$ cat src/rtl/fetch_stage.sv
// Instruction-fetch stage with IF/ID register: owns the PC, talks to a variable-latency
// instruction memory, parks words across load-use stalls and discards responses made stale by redirects.
module fetch_stage #(
  parameter logic [31:0] RESET_PC  = 32'h0000_0000,
  parameter logic [31:0] NOP_INSTR = 32'h0000_0000
) (
  input  logic        clk,
  input  logic        reset,
  input  logic        we_from_hazard,
  input  logic        redirect_valid,
  input  logic [31:0] redirect_pc,
  output logic        imem_req,
  output logic [31:0] imem_addr,
  input  logic [31:0] imem_rdata,
  input  logic        imem_ready,
  output logic [31:0] if_id_instr,
  output logic [31:0] if_id_pc4,
  output logic        if_id_valid
);

  typedef enum logic [1:0] {
    FETCH = 2'd0,
    HOLD  = 2'd1,
    DRAIN = 2'd2
  } state_t;

  state_t      state, state_nx;
  logic [31:0] pc, pc_nx;
  logic [31:0] target, target_nx;
  logic [31:0] hold_buf, hold_buf_nx;
  logic [31:0] instr_nx, pc4_nx;
  logic        valid_nx;

  function automatic logic [31:0] inc4(input logic [31:0] a);
    return a + 32'd4;
  endfunction

  assign imem_req  = (state != HOLD);
  assign imem_addr = pc;

  always_comb begin
    state_nx    = state;
    pc_nx       = pc;
    target_nx   = target;
    hold_buf_nx = hold_buf;
    instr_nx    = if_id_instr;
    pc4_nx      = if_id_pc4;
    valid_nx    = if_id_valid;
    case (state)
      FETCH: begin
        if (imem_ready) begin
          if (redirect_valid) begin
            pc_nx    = redirect_pc;
            instr_nx = NOP_INSTR;
            pc4_nx   = 32'd0;
            valid_nx = 1'b0;
          end else if (we_from_hazard) begin
            instr_nx = imem_rdata;
            pc4_nx   = inc4(pc);
            valid_nx = 1'b1;
            pc_nx    = inc4(pc);
          end else begin
            hold_buf_nx = imem_rdata;
            state_nx    = HOLD;
          end
        end else if (redirect_valid) begin
          // The in-flight request must still complete; remember where to go afterwards.
          target_nx = redirect_pc;
          instr_nx  = NOP_INSTR;
          pc4_nx    = 32'd0;
          valid_nx  = 1'b0;
          state_nx  = DRAIN;
        end else if (we_from_hazard) begin
          instr_nx = NOP_INSTR;
          pc4_nx   = 32'd0;
          valid_nx = 1'b0;
        end
      end
      HOLD: begin
        if (redirect_valid) begin
          pc_nx       = redirect_pc;
          hold_buf_nx = 32'd0;
          instr_nx    = NOP_INSTR;
          pc4_nx      = 32'd0;
          valid_nx    = 1'b0;
          state_nx    = FETCH;
        end else if (we_from_hazard) begin
          instr_nx = hold_buf;
          pc4_nx   = inc4(pc);
          valid_nx = 1'b1;
          pc_nx    = inc4(pc);
          state_nx = FETCH;
        end
      end
      DRAIN: begin
        instr_nx = NOP_INSTR;
        pc4_nx   = 32'd0;
        valid_nx = 1'b0;
        if (redirect_valid)
          target_nx = redirect_pc;
        if (imem_ready) begin
          // Youngest redirect wins, even one arriving alongside the completion.
          pc_nx    = redirect_valid ? redirect_pc : target;
          state_nx = FETCH;
        end
      end
      default: state_nx = FETCH;
    endcase
  end

  always_ff @(posedge clk) begin
    if (reset) begin
      state       <= FETCH;
      pc          <= RESET_PC;
      target      <= 32'd0;
      hold_buf    <= 32'd0;
      if_id_instr <= NOP_INSTR;
      if_id_pc4   <= 32'd0;
      if_id_valid <= 1'b0;
    end else begin
      state       <= state_nx;
      pc          <= pc_nx;
      target      <= target_nx;
      hold_buf    <= hold_buf_nx;
      if_id_instr <= instr_nx;
      if_id_pc4   <= pc4_nx;
      if_id_valid <= valid_nx;
    end
  end

endmodule

$ cat config.mk
export PLATFORM = sky130hd
export DESIGN_NAME = fetch_stage
export DESIGN_NICKNAME = d
export VERILOG_FILES = /design/src/rtl/fetch_stage.sv
export SDC_FILE = /design/constraint.sdc
export NUM_CORES = 1
export LEC_CHECK = 0
export BUFFER_PORTS_ARGS = -buffer_cell sky130_fd_sc_hd__buf_4
export CAP_MARGIN = 20
export CORE_MARGIN = 5
export CORE_UTILIZATION = 61
export CTS_BUF_LIST = sky130_fd_sc_hd__clkbuf_4 sky130_fd_sc_hd__clkbuf_8
export CTS_CLUSTER_SIZE = 16
export DETAILED_ROUTE_END_ITERATION = 8
export PLACE_DENSITY = 0.95
export SLEW_MARGIN = 20
export SYNTH_ARGS = -nofsm -noshare
export SYNTH_HDL_FRONTEND = slang
export SYNTH_SLANG_ARGS = --single-unit
$ cat constraint.sdc
create_clock -name clk -period 4.4 [get_ports clk]
set_input_delay 0.22 -clock clk [delete_from_list [all_inputs] [get_ports clk]]
set_output_delay 0.22 -clock clk [all_outputs]
set_load 0.01 [all_outputs]
==> summary.txt, run 1 <==
MaxCap Viol Count = 0
Slowest-stage cell, CP = nor2_1
Nets = 1137
Multi-input gate area = 0.003862 mm^2
Placement Setup Slack = 1.524 ns
Async SR Flop Fraction = 0%
Post-CTS Resized = 0
Root Buffer = clkbuf_8
Vias = 7901
HPWL after detailed placement = 15120 um
Grt total ovfl = 0
P_int = 2253 uW
Area of the mapped netlist = 0.007456 mm^2
Min-delay worst type = in -> reg
Post-synthesis cell type count = 53
Initial Utilization = 62.07%
Routability congestion estimate = 0.9542
Outcome = finished clean
Filler cells = 817
Simple-Gate Fraction of Synth Area = 20.07%
Setup TNS = 0 ns
Cells after Synth = 926
Tightest Pin Transition = 1.022 ns
Post-Syn Area per Cell = 8.052 um^2
GRT Util Overall = 31.60%
Port buffer count = 166
Drt via density = 6.466
Clock share of power = 32.0%
P_sw = 943.0 uW
Crit path DAT = 3.40 ns
Static Leak = 0.003584 uW
DRC viols = 0
Top_reg_cell synth = dfxtp_1
Register area share after synthesis = 43.77%
Routed Antenna Nets = 0
Die width = 120.6 um
Largest family of logic cells by synthesized area = compound AO/OA/AOI/OAI gates
Post-DR wirelength/cell = 18.96 um
Post-synth EDFFs = 0
Commonest non-fill, non-tap cells in the layout = 178 x buf_4, 163 x dfxtp_1, 110 x nand2_1, 108 x nor2_1, 95 x a21oi_1
Die H = 120.6 um
Total wire length = 23170 um
Pre-antenna DRT Iters = 6
Final setup viols = 0
Initial drt markers = 1177
CP delay by family, top = simple AND/OR/NAND/NOR gates
Register area = 0.003263 mm^2
FF+latch count, synth = 163
CP max stage delay = 0.76 ns
CP bufs+invs = 2
Commonest non-fill, non-tap cell in the layout = buf_4
Proportion of power drawn by combinational gates = 17.4%
Pin count of the biggest net entering global routing = 102
WS Path Type = reg -> reg
First-pass GRT wire length = 37340 um
VDD IR max = 0.2453 mV
Reg2reg setup slack = 1.41 ns
Sequential share of power = 50.5%
CTS max path bufs = 2
Slew headroom = 31.89%
Vias in the first global route = 7448
Ys Warns = 0
Final hold violation count = 0
RSZ-0062 raised after global routing = false
Synth Area in XOR/XNOR = 3.172%
Clock slew at reported path FFs = 0.08 ns
H-tree depth = 4
Initial antenna violation count = 0
Startpoint types = register
Num CTS Buffers = 17
Layout cells sized above 1 = 20.67%
Worst skew pair latency = 0.47 ns
Req. time, crit path = 4.82 ns
CTS Sinks = 163
IO Count = 167
Final min period = 2.985 ns
Synth-to-layout area growth = 24.25%
Period utilisation layout = 67.85%
Worst path cell trace = inv_1 > ha_1 > buf_4 > nor3_1 > or3_1 > nor2_1 > o21a_1 > a32o_1
Mux contribution to synthesized area = 1.141%
Syn nets = 1000
Compound-Gate Fraction of Synth Area = 26.15%
Die Area = 0.01453 mm^2
Switching portion of total power = 29.51%
Post-CTS setup buffers = 0
Core Footprint = 0.01201 mm^2
Worst Setup End Kind = register
Final setup margin = 1.415 ns
Util after Layout = 77.13%
Overall Power = 3196 uW
Cell Rows = 40
Pwr dens = 345.0 mW/mm^2
Worst Clk Skew = 0.008142 ns
CTS tree = built
Final Max Tran Viols = 0
Peak fanout along the critical path = 43
F_max = 335.0 MHz
Synthesized-area fraction occupied by adder cells = 0.8391%
==> Yosys cell counts, types with 16 or more instances <==
master	n	area (um^2)
xnor2_1	21	183.9
o2bb2ai_1	16	140.1
nand2_1	110	412.9
o21ai_0	37	185.2
a22oi_1	80	600.6
clkbuf_1	70	262.8
dfxtp_1	163	3263
nor2_1	108	405.4
nand3_1	16	80.08
a21oi_1	95	475.5
nor3_1	45	225.2
==> power by group through the flow <==
| stage | Clock, uW | Sequential, uW | Combinational [uW] |
|---|---|---|---|
| final | 1020 | 1620 | 556 |
| after CTS | 1020 | 1610 | 544 |
| after global routing | 1090 | 1620 | 606 |
| after global placement | 0 | 1640 | 508 |
| after floorplan | 0 | 1640 | 314 |
| after detailed placement | 0 | 1650 | 526 |
==> metal layers <==
| layer | track usage [%] | up-vias | part of all wire (%) |
|---|---|---|---|
| met5 | 0 | - | 0 |
| met4 | 13.46 | 0 | 3.7 |
| met3 | 9.167 | 96 | 11 |
| met2 | 52.01 | 541 | 48 |
| met1 | 38.63 | 3653 | 37 |
| li1 | - | 3611 | - |
==> per-stage QoR <==
| stage | hold WS, ns | area, um^2 | cells |
|---|---|---|---|
| finish | 0.007938 | 9264 | 1222 |
| CTS | 0.0002429 | 9248 | 1220 |
| global route | 0.005152 | 9261 | 1221 |
| detailed placement | 0.4462 | 8687 | 1170 |
| floorplan | 0.3560 | 7456 | 926 |
| global placement | 0.4374 | 8687 | 1170 |
==> worst min-delay path: stages <==
cell and delay [ns]:
buf_4 0.11, nand2_1 0.05, a21oi_1 0.05
==> registers in the layout, indices dropped and copies added (netlist names) <==
register and flops:
hold_buf 32, if_id_instr 32, if_id_pc4 32, imem_addr 32, target 32, state 2
if_id_valid 1
==> timing repair <==
action	CTS	global route
endpoints found under the hold margin	20	1
endpoints found under the setup margin	0	0
hold buffers	20	1
==> path summary, 6_finish.rpt <==
kind	depth (start not counted)	start	end
max	8	state[0]	imem_addr[21]
min	3	redirect_pc[3]	target[3]
max reg2reg	8	state[0]	imem_addr[21]
min reg2reg	2	target[0]	target[0]
==> cell families (layout without fill, tap and decap cells) <==
group                      after synthesis  in the layout
other                                    0              1
DFF                                    163            163
AOI/OAI and AO/OA                      295            295
adders and majority gates                5              5
xor gates and xnor gates                27             27
buffers and inverters                   93            241
and+or+nand+nor                        335            335
muxes                                    8              8
==> layout make-up <==
class                      count  share of cell area [%]
multi-input combinational    670                   41.69
sequential                   163                   35.22
timing repair buffer         199                   16.69
clock buffer                  20                   2.971
tap                          147                   1.985
clock inverter                10                  0.9184
inverter                      12                  0.4862
antenna                        1                 0.02701
No activity file was read; power rests on OpenSTA's default activity.
==> inputs of run 2 (changes only) <==
Settings changed: CORE_UTILIZATION 61 to 56, PLACE_DENSITY 0.95 to 0.9.
Clock period 4.4 ns to 3.07 ns, I/O delays scaled along.
==> summary.txt, run 2 (same netlist as run 1, synthesis figures left out) <==
Final Max Tran Viols = 0
Worst r2r src = state[0]
Outcome = finished clean
Placement Setup Slack = 0.5580 ns
Worst skew pair latency = 0.46 ns
VDD IR max = 0.2585 mV
CP bufs+invs = 1
Routed Antenna Nets = 0
Post-CTS setup buffers = 0
R2R depth = 7
Static Leak = 0.003824 uW
RSZ-0062 raised after global routing = false
Die width = 125.4 um
Worst path cell trace = inv_1 > ha_1 > o21ba_1 > or3_1 > or4_1 > or4_1 > nand3_1
Filler cells = 920
Pin count of the biggest net entering global routing = 100
Tightest Pin Transition = 1.061 ns
Period utilisation layout = 83.50%
CTS Hold Bufs = 64
Reg2reg setup slack = 0.51 ns
Final min period = 2.563 ns
Req. time, crit path = 3.47 ns
Die H = 125.4 um
Pwr dens = 481.8 mW/mm^2
Port buffer count = 166
CTS tree = built
IO Count = 167
# diodes = 0
Cell mode on critical path = or4_1
Worst Setup End Kind = register
Final hold violation count = 0
Clock slew at reported path FFs = 0.08 ns
H-tree depth = 4
Grt total ovfl = 0
Setup TNS = 0 ns
Num CTS Buffers = 17
Initial antenna violation count = 0
Startpoint types = register
Crit Reg-Reg Endpoint = imem_addr[29]
Fin Hold WS = 0.04572 ns
Peak fanout along the critical path = 11
F_max = 390.1 MHz
CTS Sinks = 163
First-pass GRT wire length = 38170 um
Synth-to-layout area growth = 31.99%
HPWL after detailed placement = 14910 um
Post-route design area = 0.009841 mm^2
Initial Utilization = 56.75%
CP max stage delay = 0.53 ns
HP Start = we_from_hazard
CTS max path bufs = 2
Commonest non-fill, non-tap cells in the layout = 188 x buf_4, 163 x dfxtp_1, 110 x nand2_1, 108 x nor2_1, 95 x a21oi_1
Final setup margin = 0.5066 ns
Worst Clk Skew = 0.009839 ns
Util after Layout = 74.90%
Crit path DAT = 2.97 ns
Dpl cell area = 0.008818 mm^2
Post-DR wirelength/cell = 18.11 um
Pre-antenna DRT Iters = 6
GRT Util Overall = 29.24%
Hold Path Sink = if_id_pc4[26]
Cell Rows = 42
Vias in the first global route = 7554
WS Path Type = reg -> reg
Core Footprint = 0.01314 mm^2
Slowest-stage cell, CP = or4_1
Total wire length = 23580 um
Slew headroom = 29.29%
Die Area = 0.01572 mm^2
MaxCap Viol Count = 0
Hold Path Depth = 3
Layout cells sized above 1 = 20.52%
Routability congestion estimate = 0.9549
Min-delay worst type = in -> reg
Nets = 1191
Post-CTS Resized = 0
Commonest non-fill, non-tap cell in the layout = buf_4
CP delay by family, top = simple AND/OR/NAND/NOR gates
Initial drt markers = 1184
Vias = 7972
DRC viols = 0
Drt via density = 6.123
Root Buffer = clkbuf_8
Final setup viols = 0
## run 2: cell types whose count changed in the layout (fill, tap and decap cells not counted), sizes merged
| cell | change |
|---|---|
| buf | +11 |
| dlygate4sd3 | +43 |
| bufinv | +1 |
| diode | -1 |
| clkbuf | +3 |
| clkinv | -6 |
## run 2: routing by layer
layer	global-route usage [%]	vias up	share of wire, %
li1	-	3710	-
met1	36.43	3668	39
met2	47.96	506	48
met3	7.846	88	10
met4	12.37	0	3.5
met5	0	-	0
## run 2: worst max-delay path by stage
stage                  start             to  slack, ns  cells past startpoint
finish              state[0]  imem_addr[29]       0.51                      7
global route        state[0]  imem_addr[29]       0.38                      7
CTS                 state[0]  imem_addr[29]       0.54                      7
detailed placement  state[0]  imem_addr[29]       0.56                      7
global placement    state[0]  imem_addr[29]       0.63                      7
floorplan           state[0]  imem_addr[29]       0.69                      9
## run 2: stage by stage
step | std cells | total power, uW
floorplan | 926 | 2805
global placement | 1210 | 3112
detailed placement | 1210 | 3129
CTS | 1302 | 4716
global route | 1302 | 4917
finish | 1302 | 4741
## run 2: where the power goes
part           internal, uW  switching, uW
Sequential             2210            101
Combinational           382            483
Clock                   807            758
## run 2: tightest hold or removal path, cell delays in order
cell and delay (ns):
buf_4 0.14, nand4_1 0.09, a311oi_1 0.07
## run 2: final cells by class
class / instances / area, um^2 / area share [%]
multi-input combinational: 670 / 3859 / 39.21
sequential: 163 / 3263 / 33.16
timing repair buffer: 253 / 2072 / 21.06
clock buffer: 23 / 304.0 / 3.090
tap: 176 / 220.2 / 2.238
clock inverter: 5 / 77.57 / 0.7883
inverter: 12 / 45.04 / 0.4577
==> inputs of run 3 (changes only) <==
Settings changed: CORE_UTILIZATION 56 to 51, PLACE_DENSITY 0.9 to 0.87.
Clock period 3.07 ns to 2.3 ns, I/O delays scaled along.
==> summary.txt, run 3 (same netlist as run 1, synthesis figures left out) <==
Outcome = finished clean
DRC viols = 0
IO Count = 167
Cell Rows = 44
Total wire length = 24200 um
Req. time, crit path = 2.71 ns
Crit path DAT = 2.61 ns
Root Buffer = clkbuf_8
Startpoint types = register
Post-route design area = 0.01014 mm^2
Die H = 130.9 um
MaxCap Viol Count = 0
HPWL after detailed placement = 15110 um
Initial antenna violation count = 0
Post-DR wirelength/cell = 18.06 um
Worst Setup End Kind = register
CTS max path bufs = 2
Core Footprint = 0.01442 mm^2
Num CTS Buffers = 17
Commonest non-fill, non-tap cells in the layout = 212 x buf_4, 161 x dfxtp_1, 110 x nand2_1, 108 x nor2_1, 95 x a21oi_1
Grt total ovfl = 0
Overall Power = 6526 uW
Util after Layout = 70.28%
Clock slew at reported path FFs = 0.09 ns
VDD IR max = 0.4690 mV
Tightest Pin Transition = 0.9546 ns
Nets = 1218
Pre-antenna DRT Iters = 6
R2R depth = 7
Worst Clk Skew = 0.01432 ns
WS Path Type = reg -> reg
GRT Util Overall = 27.92%
Port buffer count = 166
Placed insts = 1245
Routed Antenna Nets = 0
Min-delay worst type = in -> reg
Initial Utilization = 51.69%
Final setup viols = 0
Routability congestion estimate = 0.9534
Dpl cell area = 0.009066 mm^2
Final Max Tran Viols = 0
First-pass GRT wire length = 38070 um
Vias in the first global route = 7623
Die width = 130.9 um
CTS tree = built
Vias = 8006
Setup TNS = 0 ns
Pin count of the biggest net entering global routing = 65
Die Area = 0.01714 mm^2
F_max = 453.7 MHz
CTS Sinks = 163
Peak fanout along the critical path = 5
H-tree depth = 4
Layout cells sized above 1 = 22.92%
Final min period = 2.204 ns
Commonest non-fill, non-tap cell in the layout = buf_4
Final Non-Filler Cells = 1340
Final hold violation count = 0
Pwr dens = 643.8 mW/mm^2
Static Leak = 0.003984 uW
Hold Path Depth = 2
# diodes = 0
Worst skew pair latency = 0.46 ns
RSZ-0062 raised after global routing = false
Initial drt markers = 855
Synth-to-layout area growth = 35.96%
Slew headroom = 36.36%
Drt via density = 5.975
Period utilisation layout = 95.84%
run 3: changes by cell type in the layout (fill, tap and decap cells not counted), sizes merged:
| cell | previous run | this run |
|---|---|---|
| buf | 189 | 216 |
| bufinv | 2 | 3 |
| clkbuf | 23 | 22 |
| clkinv | 3 | 5 |
| clkinvlp | 1 | 2 |
run 3: critical path, cell delays in order, from the launching register on:
cell and delay (ns):
dfxtp_4 0.37, inv_1 0.06, ha_2 0.20, o21ba_1 0.21
or3_1 0.33, or4_1 0.48, or4_1 0.42, nand3_1 0.08
run 3: cell type report:
type | count | area [um^2]
multi-input cells | 670 | 3871
inverters | 12 | 45.04
flip-flops and latches | 163 | 3268
fillers | 1083 | 4287
repair buffers | 280 | 2303
well taps | 184 | 230.2
clock buffers | 22 | 290.3
clock inverters | 9 | 128.9
run 3: path summary, 6_finish.rpt:
check | start | endpoint | slack [ns]
setup / recovery | state[0] | imem_addr[29] | 0.1
setup reg to reg | state[0] | imem_addr[29] | 0.1
hold reg to reg | target[27] | target[27] | 0.45
hold / removal | reset | if_id_pc4[4] | 0.02
run 3: power by group:
group / switching [uW] / internal, uW / total, uW
Clock: 1070 / 1170 / 2240
Combinational: 669 / 545 / 1210
Sequential: 121 / 2950 / 3070
Total: 1860 / 4670 / 6530
run 3: metrics by stage:
stage          setup WS [ns]  hold slack (ns)
6_report             0.09572          0.01573
5_1_grt             0.009052         0.003740
2_1_floorplan       0.003941           0.2510
3_3_place_gp          0.1669           0.3721
4_1_cts              0.07576        0.0007734
3_5_place_dp          0.1052           0.3791
run 3: timing repair:
| action | 4_1_cts | 5_1_grt |
|---|---|---|
| endpoints found under the hold margin | 76 | 0 |
| resized for setup | 0 | 5 |
| hold buffers | 64 | 0 |
| endpoints found under the setup margin | 0 | 33 |
| buffers inserted | 0 | 0 |
run 3: routing by layer:
metal | track usage, % | part of all wire (%) | up-vias
met3 | 7.520 | 9.7 | 59
li1 | - | - | 3783
met5 | 0 | 0 | -
met2 | 46.92 | 49 | 445
met1 | 34.50 | 39 | 3719
met4 | 10.04 | 2.4 | 0
